===== src/rtl/ppfifo_rtl_pkg.sv =====
// Shared types for the push-pull FIFO get-side initiator.
package ppfifo_rtl_pkg;

  typedef enum logic [1:0] {
    OCC_EMPTY = 2'd0,
    OCC_ONE   = 2'd1,
    OCC_TWO   = 2'd2
  } occ_e;

endpackage


===== src/rtl/ppfifo_skid_buffer2.sv =====
// Two-entry register buffer: head is presented downstream, tail holds the second word.
module ppfifo_skid_buffer2
  import ppfifo_rtl_pkg::*;
#(
  parameter int unsigned WIDTH = 1
) (
  input  logic             clk_i,
  input  logic             clr_i,
  input  logic             push_i,
  input  logic [WIDTH-1:0] din_i,
  input  logic             pop_i,
  output logic             valid_o,
  output logic [WIDTH-1:0] dout_o,
  output occ_e             occ_next_o
);

  occ_e             occ_q, occ_d;
  logic [WIDTH-1:0] head_q, head_d;
  logic [WIDTH-1:0] tail_q, tail_d;

  always_comb begin
    occ_d  = occ_q;
    head_d = head_q;
    tail_d = tail_q;
    unique case (occ_q)
      OCC_EMPTY: begin
        if (push_i) begin
          head_d = din_i;
          occ_d  = OCC_ONE;
        end
      end
      OCC_ONE: begin
        // push with pop replaces the head in place, keeping FIFO order
        if (push_i && pop_i) begin
          head_d = din_i;
        end else if (push_i) begin
          tail_d = din_i;
          occ_d  = OCC_TWO;
        end else if (pop_i) begin
          occ_d  = OCC_EMPTY;
        end
      end
      OCC_TWO: begin
        if (pop_i) begin
          head_d = tail_q;
          occ_d  = OCC_ONE;
        end
      end
      default: occ_d = OCC_EMPTY;
    endcase
  end

  always_ff @(posedge clk_i) begin
    if (clr_i) begin
      occ_q  <= OCC_EMPTY;
      head_q <= '0;
      tail_q <= '0;
    end else begin
      occ_q  <= occ_d;
      head_q <= head_d;
      tail_q <= tail_d;
    end
  end

  assign valid_o    = (occ_q != OCC_EMPTY);
  assign dout_o     = head_q;
  assign occ_next_o = occ_d;

endmodule


===== src/rtl/ppfifo_get_initiator.sv =====
// Get-side initiator: requests words from a push-pull FIFO and re-presents them on a
// valid/ready stream, with delivered-word count, stall detection and protocol-error flag.
module ppfifo_get_initiator
  import ppfifo_rtl_pkg::*;
#(
  parameter int unsigned FIFO_WORD_SIZE = 1,
  parameter int unsigned COUNT_BITS     = 16,
  parameter int unsigned STALL_CYCLES   = 64
) (
  input  logic                      clock,
  input  logic                      clear,
  input  logic                      enable,
  output logic                      get_req,
  input  logic                      get_ack,
  input  logic [FIFO_WORD_SIZE-1:0] get_value,
  output logic                      out_valid,
  input  logic                      out_ready,
  output logic [FIFO_WORD_SIZE-1:0] out_value,
  output logic [COUNT_BITS-1:0]     word_count,
  output logic                      stalled,
  output logic                      proto_error
);

  localparam int unsigned          STALL_W   = $clog2(STALL_CYCLES + 1);
  localparam logic [STALL_W-1:0]   STALL_MAX = STALL_W'(STALL_CYCLES);

  logic                  get_req_q, get_req_d;
  logic [STALL_W-1:0]    stall_q, stall_d;
  logic [COUNT_BITS-1:0] count_q, count_d;
  logic                  perr_q, perr_d;
  logic                  push, pop;
  occ_e                  occ_next;

  assign push = get_ack & get_req_q;
  assign pop  = out_valid & out_ready;

  ppfifo_skid_buffer2 #(
    .WIDTH(FIFO_WORD_SIZE)
  ) u_buf (
    .clk_i      (clock),
    .clr_i      (clear),
    .push_i     (push),
    .din_i      (get_value),
    .pop_i      (pop),
    .valid_o    (out_valid),
    .dout_o     (out_value),
    .occ_next_o (occ_next)
  );

  always_comb begin
    // Looking at next occupancy keeps the request low once the buffer is about to fill
    get_req_d = enable & ~clear & (occ_next != OCC_TWO);
    count_d   = pop ? count_q + 1'b1 : count_q;
    perr_d    = perr_q | (get_ack & ~get_req_q);
    stall_d   = '0;
    if (get_req_q && !get_ack) begin
      stall_d = (stall_q == STALL_MAX) ? stall_q : stall_q + 1'b1;
    end
  end

  always_ff @(posedge clock) begin
    if (clear) begin
      get_req_q <= 1'b0;
      stall_q   <= '0;
      count_q   <= '0;
      perr_q    <= 1'b0;
    end else begin
      get_req_q <= get_req_d;
      stall_q   <= stall_d;
      count_q   <= count_d;
      perr_q    <= perr_d;
    end
  end

  assign get_req     = get_req_q;
  assign word_count  = count_q;
  assign stalled     = (stall_q == STALL_MAX);
  assign proto_error = perr_q;

endmodule


===== config.mk =====
export PLATFORM = sky130hd
export DESIGN_NAME = ppfifo_get_initiator
export DESIGN_NICKNAME = d
export VERILOG_FILES = /design/src/rtl/ppfifo_rtl_pkg.sv /design/src/rtl/ppfifo_skid_buffer2.sv /design/src/rtl/ppfifo_get_initiator.sv
export SDC_FILE = /design/constraint.sdc
export NUM_CORES = 1
export LEC_CHECK = 0
export ABC_AREA = 1
export BUFFER_PORTS_ARGS = -buffer_cell sky130_fd_sc_hd__buf_2
export CORE_ASPECT_RATIO = 2
export CORE_UTILIZATION = 27
export CTS_CLUSTER_DIAMETER = 120
export DETAILED_ROUTE_END_ITERATION = 16
export PLACE_DENSITY_LB_ADDON = 0.12
export SLEW_MARGIN = 15
export SYNTH_ARGS = -nofsm -noshare
export SYNTH_HDL_FRONTEND = slang
export SYNTH_HIERARCHICAL = 1
export SYNTH_SLANG_ARGS = --single-unit

===== constraint.sdc =====
create_clock -name clock -period 1.49 [get_ports clock]
set_input_delay 0.3725 -clock clock [delete_from_list [all_inputs] [get_ports clock]]
set_output_delay 0.3725 -clock clock [all_outputs]
set_load 0.05 [all_outputs]

Yosys cells after proc, flatten, opt, wreduce, memory -nomap -nowiden
Cells that the tools add are included.
Storage, ports and cells
  register bits: 29
  latch bits: 0
  memory bits (writable): 0
  ROM bits: 0
  memories: 0
Cells by class
  add/sub/neg operators: 2
  $mul: 0
  div/mod/pow operators: 0
  order comparisons: 0
  eq/ne operators: 7
  shift-type cells: 0
  multiplexer cells: 10
  bitwise logic cells: 10
  reduce and logical (&&, ||, !) cells: 9
Operators by type and width (count)
  adder 16 x 1 -> 16 bit (second input constant): 1
  2-to-1 mux 2 bit: 5
  adder 7 x 1 -> 7 bit (second input constant): 1
  == test 7 bit (second input constant): 1
  case mux 2 bit (3 select lines): 1
  AND 1 bit: 5
  != test 2 x 1 -> 1 bit (second input constant): 2
  != test 2 bit (second input constant): 2
  NOT 1 bit: 4
  AND reduction 4 bit: 1
  2-to-1 mux 1 bit: 3
  case mux 1 bit (3 select lines): 1
  AND reduction 3 bit: 1
  nonzero test 3 bit: 1
  == test 2 x 1 -> 1 bit (second input constant): 1
  == test 2 bit (second input constant): 1
  logical AND 1 bit: 2
  logical NOT 2 bit: 1
  nonzero test 2 bit: 1
  OR reduction 2 bit: 1
  logical NOT 1 bit: 1
  bitwise OR 1 bit: 1

Longest topological paths before layout
Gate-level depths: netlist of run 1.
  depth after elaboration: 8
  mapped depth: 11

By module
The synthesis of run 1 kept the hierarchy.
By module, submodules not included
  ppfifo_get_initiator: instances 1, cells each 161, area an instance 1179.9 um^2
  ppfifo_skid_buffer2: instances 1, cells each 37, area an instance 220.2 um^2

Worst setup path after synthesis of run 1
No wires, ideal clock.
  path kind: reg2reg
  start: register u_buf.occ_q[1]
  end: register count_q[14] (netlist: word_count[14])
  setup time: 115 ps
  arrival: 1534 ps
  slack: -159 ps
  cell stages (with the launch flop): 10
  clock period less this slack: 1649 ps
  cell sequence: dfxtp_1 nor2_1 inv_1 nand2_2 nor2_4 nand3_2 nor2_2 nand2_1 nand2_1 nor2_2
Between the ends
  longest elaborated chain between the ends: 2
RTL lines
  start, declared: line ppfifo_skid_buffer2.sv:17  | occ_e occ_q, occ_d;
  start signal, assigned: line ppfifo_skid_buffer2.sv:55  | occ_q <= OCC_EMPTY;
  start signal, assigned: line ppfifo_skid_buffer2.sv:59  | occ_q <= occ_d;
  nonzero test 2 bit: line ppfifo_skid_buffer2.sv:65  | assign valid_o = (occ_q != OCC_EMPTY);
  named net out_valid: line ppfifo_get_initiator.sv:16  | output logic out_valid,
  AND 1 bit: line ppfifo_get_initiator.sv:35  | assign pop = out_valid & out_ready;
  end signal, assigned: line ppfifo_get_initiator.sv:70  | count_q <= count_d;
  end, declared: line ppfifo_get_initiator.sv:29  | logic [COUNT_BITS-1:0] count_q, count_d;
The timed path passes the listed nets, and every way through them passes these cells.
A chain may end at the register's enable or synchronous reset.

Worst setup path in the final report of run 1
  start: register stall_q[6]
  end: output port stalled
Between the ends
  longest elaborated chain between the ends: 1
RTL lines
  start, declared: line ppfifo_get_initiator.sv:28  | logic [STALL_W-1:0] stall_q, stall_d;
  start signal, assigned: line ppfifo_get_initiator.sv:69  | stall_q <= stall_d;
  == test 7 bit: line ppfifo_get_initiator.sv:77  | assign stalled = (stall_q == STALL_MAX);
  end, declared: line ppfifo_get_initiator.sv:20  | output logic stalled,
Every way passes these cells.

==> summary.md, run 1 <==
| Metric | Value |
|---|---|
| Post-synthesis mux area share | 0% |
| Post-Synth XOR/XNOR Area | under 10% |
| Die Span Y | ~100 um |
| Number of distinct library cells after synthesis | 22 |
| Starting Density | between 20% and 30% |
| Synth area leaders | dfxtp_1 (41%), nand2_1 (8.8%), nor2_1 (8.8%), inv_1 (8.0%), o21ai_0 (5.7%) |
| Outcome | finished with violations |
| Clock Path Buffers | 2 |
| Synth Instances | 198 |
| Post-synthesis adder-cell area fraction | between 2 and 3% |
| CP bufs+invs | 3 |
| Worst Path Arrival | approximately 1200 ps |
| Vias | 1375 |
| Setup Viol. Count Final | 1 |
| DP Wirelength | approximately 2600 um |
| Top delay family on crit path | flip-flops |
| Syn nets | just over 200 |
| Final Cell Area | 0.00185 mm^2 |
| Peak supply drop | between 0.6 and 0.7 mV |
| Top Ports | 27 |
| GPL Wtd Cong | about 0.76 |
| CP Capture Type | primary output |
| Sink Count | 29 |
| Worst-path fanout max | 2 |
| First-pass GRT wire length | 5930 um |
| Fillcell total | around 550 |
| Post-synth design cell area | roughly 0.0014 mm^2 |
| Std-Cell Rows | 36 |
| Pwr/cell area | around 860 mW/mm^2 |
| Avg Cell Area, Syn | roughly 7 um^2 |
| Post-layout min period | approximately 1500 ps |
| Total Wirelength | 3400 um |
| Via density per instance | 4.51 |
| GR Overflow Total | 0 |
| Setup CP Type | flop to primary output |
| Max-slew violation count | 0 |
| Nets@finish | between 200 and 300 |
| Worst slew pin tran | ~280 ps |
| Top-area cell type share of the netlist area | around two fifths |
| Synth area leader | dfxtp_1 |
| I/O Buffers | 26 |
| WP data required | 1120 ps |
| Drt drc | 0 |
| Warnings, synthesis | 6 |
| Area of the multi-input gates | about 700 um^2 |
| Max-Cap Viols | 0 |
| Core box area | 0.00491 mm^2 |
| Critical Path Max Stage Delay | 330 ps |
| Clk slew on worst S/H paths | around 70 ps |
| Slowest stage cell, crit path | dfxtp_2 |
| RSZ-0062 raised after global routing | true |
| Post-synthesis simple-gate area fraction | approximately a third |
| P_leak | between 0.0008 and 0.0009 uW |
| Wire per inst | between 10 and 15 um |
| CTS Hold Buffers Added | 0 |
| Clock H-tree levels | 2 |
| Die ar. | about 0.0055 mm^2 |
| Vias in the first global route | approximately 1400 |
| Max Clock Freq | roughly 650 MHz |
| Storage cell area | between 500 and 600 um^2 |
| # diodes | 0 |
| Worst clock skew | about 7 ps |
| Worst min-delay path category | primary input to flop |
| Hold Path Sink | word_count[2] |
| GRT Util Overall | about 14% |
| Clk root buf | clkbuf_8 |
| CTS buffer count | 5 |
| Layout cell share with drive strength beyond 1 | a little under a third |
| Slew headroom | 81.1% |
| Fin crit share | 104% |
| Area grow syn2layout | 31.9% |
| Worst-path cell chain | inv_2, nor3_4, nand3_2, inv_2, buf_8 |
| Place WS | roughly 100 ps |
| Synth Register Bits | 29 |
| Initial antenna violation count | 0 |
| Critical Path Source Type | flop |
| Main combinational cell family by area after synthesis | simple AND/OR/NAND/NOR gates |
| Synth Area in Compound Gates | 12.2% |
| Die W | between 50 and 60 um |
| Post-synthesis sequential area ratio | between 40% and 50% |
| Dpl cells | ~300 |
| Final hold violations | 0 |
| Pre-antenna DRT Iters | 4 |
| Fin worst setup slack | -57.5 ps |
| Placed inst area | around 0.0017 mm^2 |
| CTS tree | yes |
| RR Startpoint | stall_q[1] |
| Smallest hold slack | 312 ps |
| R2R Setup Slk | between 150 and 200 ps |
| Iteration-0 DRC Markers | 10 |
| Clock Latency Late Sink | 280 ps |
| Failing checks | setup timing |
| Cell mode on critical path | inv_2 |
| Worst Hold Depth | 2 |
| Antenna viol nets, final | 0 |
| R2R Path End | stall_q[1] |
| Worst min-delay path startpoint | clear |
| Pin count of the biggest net entering global routing | 10 |
| Cells on worst reg2reg path | 9 |
| Non-filler instance count after layout | approximately 300 |
[per-layer routing]
metal | part of all wire, % | wire, um | up-vias | GRT usage (%)
met2 | 56 | 1890 | 26 | 25.2
li1 | - | - | 725 | -
met3 | 3.2 | 110 | 5 | 3.52
met4 | 2.1 | 73 | 0 | 6.58
met1 | 39 | 1330 | 619 | 15.3
met5 | 0 | 0 | - | 0
[metrics by stage]
stage | setup TNS, ps | utilization, % | power (uW)
after floorplan | 0 | - | 900
after global placement | 0 | 34.4 | 945
after detailed placement | 0 | 34.4 | 945
after CTS | -51.6 | 37.0 | 1620
after global routing | -125 | 37.6 | 1660
final | -57.5 | 37.6 | 1590
[worst register-to-register path, delay by kind of cell, from the launching register on]
family | cells | cell delay (ps)
DFF | 1 | 350
and+or+nand+nor | 3 | 220
buffers and inverters | 5 | 470
adders and majority gates | 1 | 180
[final cells by class]
cell class	instances	area share, %
Inverter	30	6.10
Clock buffer	7	4.67
Sequential cell	29	31.9
Multi-Input combinational cell	138	38.6
Timing Repair Buffer	44	14.9
Tap cell	57	3.86
[cells in the mapped netlist, drive strengths merged]
cell / instances
nand3: 10
and3: 1
nand3b: 1
inv: 30
a21oi: 13
xnor2: 4
ha: 3
nand4: 2
nand2: 38
nor3: 3
nor2: 42
clkbuf: 1
o21bai: 1
a31oi: 2
o21ai: 17
dfxtp: 29
xor2: 1
[timing repair]
action                     4_1_cts  5_1_grt
setup endpoints to repair        1        3
pin swaps                        1        2
resized for setup                7        6
setup buffers                    3        2
[where the power goes]
part / switching, uW / internal [uW]
Sequential: 7.05 / 787
Clock: 300 / 366
Combinational: 89.4 / 42.5
Total: 397 / 1200
[layout by cell type, fill, tap and decap left out]
master | Yosys | layout
nand3_1 | 9 | 8
inv_2 | 0 | 3
nand2_1 | 33 | 33
a31oi_1 | 2 | 2
nor3_1 | 3 | 2
nor2_1 | 33 | 32
xor2_1 | 1 | 1
nand3_2 | 1 | 2
ha_1 | 3 | 3
o21bai_1 | 1 | 1
buf_8 | 0 | 1
nor3_4 | 0 | 1
nor2_4 | 2 | 2
dfxtp_1 | 29 | 22
clkbuf_1 | 0 | 1
buf_4 | 0 | 18
o21ai_1 | 1 | 2
nand3b_1 | 1 | 1
nand4_1 | 2 | 2
inv_1 | 30 | 27
nand2_2 | 5 | 5
a21oi_1 | 13 | 13
clkbuf_8 | 1 | 6
xnor2_1 | 4 | 4
and3_1 | 1 | 1
buf_2 | 0 | 25
o21ai_0 | 16 | 15
dfxtp_2 | 0 | 7
nor2_2 | 7 | 8
[worst max-delay path by stage]
stage | slack [ps] | depth (start not counted) | start | to
finish | -60 | 5 | stall_q[6] | stalled
global route | -120 | 5 | stall_q[6] | stalled
CTS | -50 | 4 | stall_q[4] | stalled
detailed placement | 100 | 4 | stall_q[4] | stalled
global placement | 120 | 4 | stall_q[4] | stalled
floorplan | 0.4 | 7 | word_count[2] | word_count[14]
[state kept, by name, indices dropped and copies added (netlist names)]
signal	flops
u_buf/tail_q	1
word_count	16
get_req	1
stall_q	7
u_buf/dout_o	1
u_buf/occ_q	2
proto_error	1
[kinds of logic after synthesis]
family                   count (synthesis)
buffers and inverters                   31
XOR/XNOR                                 5
AO/OA/AOI/OAI                           33
AND/OR/NAND/NOR                         97
adder cells (fa/ha/maj)                  3
flip-flops                              29
Power figures use the tool's default switching activity.
==> run 2, diff against run 1 <==
==> constraint.sdc (replaced) <==
create_clock -name clock -period 1.6 [get_ports clock]
set_input_delay 0.4 -clock clock [delete_from_list [all_inputs] [get_ports clock]]
set_output_delay 0.4 -clock clock [all_outputs]
set_load 0.05 [all_outputs]
==> run 2 against run 1 <==
  * The flow now finishes without violations
  * Routed wire length shrank 2.7%
  * Register-to-register slack gained 70 ps
  * Final area shrank 4.9%
  * Global-route usage shrank 0.68 points
  * Critical endpoint unchanged
==> summary.md, run 2 (synthesized netlist as in run 1, its figures left out) <==
| Metric | Value |
|---|---|
| Outcome | finished clean |
| CTS Hold Buffers Added | 0 |
| Antenna viol nets, final | 0 |
| Storage cell area | about 590 um^2 |
| Final hold violations | 0 |
| Critical Path Max Stage Delay | roughly 350 ps |
| Vias in the first global route | 1271 |
| Total Wirelength | ~3300 um |
| Starting Density | around 29% |
| Slew headroom | 68.4% |
| Clk root buf | clkbuf_8 |
| Worst slew pin tran | 473 ps |
| CTS buffer count | 5 |
| Max-slew violation count | 0 |
| Peak supply drop | between 0.6 and 0.7 mV |
| Setup CP Type | flop to primary output |
| CP bufs+invs | 3 |
| Worst Path Arrival | ~1200 ps |
| Wire per inst | 11.2 um |
| Sw frac | approximately 25% |
| Max Clock Freq | ~630 MHz |
| Fillcell total | 546 |
| Area of the multi-input gates | roughly 700 um^2 |
| Clk pwr share | a little over two fifths |
| R2R Setup Slk | 230 ps |
| First-pass GRT wire length | roughly 5600 um |
| Clock H-tree levels | 2 |
| Worst-path fanout max | 4 |
| Core box area | 0.00491 mm^2 |
| Fin crit share | roughly 99% |
| Die W | ~53 um |
| Pre-antenna DRT Iters | 4 |
| Worst-path cell chain | inv_1, ha_1, nand3_1, inv_2, buf_8 |
| Final Power | roughly 1500 uW |
| Post-layout min period | around 1600 ps |
| Die Span Y | between 100 and 150 um |
| Clk slew on worst S/H paths | ~60 ps |
| RSZ-0062 raised after global routing | true |
| Drt drc | 0 |
| Non-filler instance count after layout | ~300 |
| Slowest stage cell, crit path | dfxtp_2 |
| I/O Buffers | 26 |
| Vias | approximately 1300 |
| Top Ports | 27 |
| Worst clock skew | ~5.4 ps |
| Via density per instance | between 4 and 5 |
| CP Capture Type | primary output |
| Area grow syn2layout | 25.4% |
| Sink Count | 29 |
| Critical Path Source Type | flop |
| Nets@finish | ~250 |
| Clock Latency Late Sink | roughly 280 ps |
| Layout cell share with drive strength beyond 1 | about a quarter |
| Pwr/cell area | 843 mW/mm^2 |
| Number of cells on the critical path | 5 |
| Reg power frac | around half |
| Setup Viol. Count Final | 0 |
| Largest register FFs | 16 |
| Die ar. | 0.00550 mm^2 |
| Combinational share of power | between 7 and 8% |
| Top delay family on crit path | flip-flops |
| Max-Cap Viols | 0 |
| Switching power | 371 uW |
| Smallest hold slack | about 350 ps |
| P_leak | 0.000771 uW |
| Pin count of the biggest net entering global routing | 17 |
| Critical Path Start | stall_q[1] |
| GR Overflow Total | 0 |
| Worst min-delay path category | primary input to flop |
| Dpl cells | 287 |
| GPL Wtd Cong | ~0.70 |
| Clock Path Buffers | 2 |
| Pint | about 1100 uW |
| Cells on worst reg2reg path | 10 |
| Std-Cell Rows | 36 |
| RR Startpoint | u_buf/occ_q[0] |
| # diodes | 0 |
| Most frequent cells in the layout | nor2_1 (33), nand2_1 (33), inv_1 (28) |
| GRT Util Overall | 13.7% |
| CTS tree | yes |
| Initial antenna violation count | 0 |
| Iteration-0 DRC Markers | 20 |
| DP Wirelength | 2510 um |
| R2R Path End | get_req |
| WP data required | 1200 ps |
| Setup crit end | stalled |
==> run 2: routing by layer <==
| layer | up-vias | GRT usage [%] | wire, um |
|---|---|---|---|
| met5 | - | 0 | 0 |
| met1 | 606 | 14.1 | 1290 |
| met4 | 0 | 5.64 | 68 |
| met2 | 24 | 24.3 | 1840 |
| li1 | 703 | - | - |
| met3 | 5 | 4.11 | 110 |
==> run 2: power by group through the flow <==
stage          sequential, uW  combinational [uW]  clock (uW)
6_report                  740                 117         622
5_1_grt                   741                 132         673
4_1_cts                   740                 119         642
3_5_place_dp              756                 119           0
3_3_place_gp              756                 120           0
2_1_floorplan             783                54.9           0
==> run 2: worst register-to-register path, cell delays in order (launching register included) <==
cell and delay, ps:
dfxtp_1 310, nor2_1 120, inv_2 50, nand2_2 140, inv_1 90, inv_1 110
o21ai_0 120, o21ai_1 180, inv_1 60, inv_1 50, a21oi_1 50
==> run 2: metrics by stage <==
| stage | instance area [um^2] | setup WS [ps] | util (%) | TNS (ps) |
|---|---|---|---|---|
| floorplan | 1400 | 64.8 | - | 0 |
| global placement | 1640 | 136 | 33.5 | 0 |
| detailed placement | 1640 | 105 | 33.5 | 0 |
| CTS | 1750 | 13.9 | 35.7 | 0 |
| global route | 1760 | -43.8 | 35.8 | -43.8 |
| finish | 1760 | 20.9 | 35.8 | 0 |
==> run 2: worst min-delay path by stage <==
stage                        endpoint  cells past startpoint   startpoint  slack [ps]
after detailed placement   stall_q[6]                      2   stall_q[6]         460
after floorplan            stall_q[6]                      2   stall_q[6]         440
after global placement    proto_error                      2  proto_error         450
final                         get_req                      3       enable         350
after CTS                     get_req                      3       enable         340
after global routing          get_req                      3       enable         360
==> run 2: final cells by class <==
class                      count  share of cell area [%]
clock buffer                   7                    4.92
inverter                      30                    6.41
multi-input combinational    138                    39.8
sequential                    29                    33.4
tap                           57                    4.06
timing repair buffer          34                    11.4
==> run 2: timing repair <==
item | CTS | global route
buffers inserted | 1 | 0
setup endpoints to repair | 1 | 2
pin swaps | 1 | 1
resized for setup | 6 | 3
==> run 3, diff against run 2 <==
==> constraint.sdc (replaced) <==
create_clock -name clock -period 1.6 [get_ports clock]
set_input_delay 0.08 -clock clock [delete_from_list [all_inputs] [get_ports clock]]
set_output_delay 0.08 -clock clock [all_outputs]
set_load 0.05 [all_outputs]
==> run 3 against run 2 <==
  * Cell count decreased by 1.7%
  * Sequential share of layout area increased by 0.79 points
  * Final area decreased by 2.9%
==> summary.md, run 3 (synthesized netlist as in run 1, its figures left out) <==
| Metric | Value |
|---|---|
| Peak supply drop | 0.506 mV |
| Top Ports | 27 |
| First-pass GRT wire length | around 5500 um |
| CP Capture Type | primary output |
| Slew headroom | 69.1% |
| Most frequent cells in the layout | nand2_1 (33), nor2_1 (32), inv_1 (29) |
| # diodes | 0 |
| Vias in the first global route | approximately 1200 |
| Slowest stage cell, crit path | dfxtp_1 |
| Area grow syn2layout | 21.7% |
| Layout cell share with drive strength beyond 1 | a little under a quarter |
| Fin crit share | between 90 and 100% |
| Iteration-0 DRC Markers | 35 |
| I/O Buffers | 26 |
| Critical Path Source Type | flop |
| Sink Count | 29 |
| CTS Hold Buffers Added | 0 |
| Nets@finish | about 240 |
| CP bufs+invs | 3 |
| Hold Path Sink | get_req |
| Die ar. | 0.00550 mm^2 |
| Clock Path Buffers | 2 |
| Setup Viol. Count Final | 0 |
| Final Cell Area | between 0.0015 and 0.002 mm^2 |
| Worst Path Arrival | between 1000 and 1500 ps |
| Die Span Y | about 100 um |
| DP Wirelength | 2470 um |
| Worst clock skew | about 7.5 ps |
| Vias | between 1000 and 1500 |
| R2R Path End | get_req |
| Initial antenna violation count | 0 |
| Top delay family on crit path | flip-flops |
| Largest register FFs | 16 |
| Via density per instance | 4.58 |
| Worst-path cell chain | inv_1, ha_1, nand3_1, inv_1, clkbuf_4 |
| Post-CTS setup buffers | 0 |
| GR Overflow Total | 0 |
| R2R Setup Slk | 160 ps |
| Critical Path Start | stall_q[0] |
| Max-Cap Viols | 0 |
| P_leak | 0.000741 uW |
| Clk slew on worst S/H paths | about 60 ps |
| WP data required | 1520 ps |
| Final Util | between 30% and 40% |
| Placed inst area | roughly 0.0016 mm^2 |
| Drt drc | 0 |
| Post_cts resized | 0 |
| Worst Hold Depth | 3 |
| Antenna viol nets, final | 0 |
| Pre-antenna DRT Iters | 4 |
| Critical Path Max Stage Delay | approximately 400 ps |
| Cells on worst reg2reg path | 10 |
| Clock H-tree levels | 2 |
| Pwr/cell area | between 800 and 900 mW/mm^2 |
| CTS buffer count | 5 |
| Total Wirelength | ~3200 um |
| Clk root buf | clkbuf_8 |
| Max Clock Freq | slightly below 700 MHz |
| Worst min-delay path category | primary input to flop |
| Worst min-delay path startpoint | enable |
| Clock Latency Late Sink | about 280 ps |
| Smallest hold slack | around 28 ps |
| Wire per inst | roughly 11 um |
| Max-slew violation count | 0 |
| Worst slew pin tran | around 460 ps |
| Final hold violations | 0 |
| Worst-path fanout max | 5 |
| GRT Util Overall | 13.5% |
| Pin count of the biggest net entering global routing | 17 |
| Post-layout min period | approximately 1500 ps |
| GPL Wtd Cong | around 0.72 |
| RSZ-0062 raised after global routing | false |
| RR Startpoint | u_buf/occ_q[0] |
| Setup TNS | 0 ps |
| Cell mode on critical path | inv_1 |
| Core box area | just under 0.005 mm^2 |
| CTS tree | yes |
| Commonest non-fill, non-tap cell in the layout | nand2_1 |
| Std-Cell Rows | 36 |
| Starting Density | between 20% and 30% |
| Die W | between 50 and 60 um |
| Setup CP Type | flop to primary output |
| Outcome | finished clean |
[run 3: worst min-delay path, stage by stage]
cell	delay, ps
buf_2	90
nand2_1	50
a21oi_1	30
[run 3: cell type report]
cell class	count	area, um^2
Fill cell	560	3210
Multi-Input combinational cell	138	696
Sequential cell	29	583
Timing Repair Buffer	29	155
Inverter	30	113
Clock buffer	7	86.3
Tap cell	57	71.3
[run 3: report_power, final]
group          total (uW)  internal (uW)  switching (uW)
Clock                 610            341             269
Sequential            743            733            9.63
Combinational         108           29.8            78.7
[run 3: worst max-delay path by stage]
stage	to	cells after the start
floorplan	word_count[14]	7
global placement	get_req	10
CTS	get_req	10
global route	get_req	11
detailed placement	get_req	10
finish	stalled	5
[run 3: metrics by stage]
step,total power [uW],instances,setup WS (ps)
after floorplan,838,198,64.8
after global placement,869,283,111
after detailed placement,868,283,95.1
after CTS,1490,290,85.4
after global routing,1540,290,19.9
final,1460,290,149
[run 3: routing by layer]
layer / GRT usage [%] / share of wire [%] / up-vias
li1: - / - / 691
met5: 0 / 0 / -
met1: 14.1 / 40 / 607
met2: 23.9 / 54 / 25
met4: 5.64 / 1.7 / 0
met3: 3.38 / 4.3 / 5
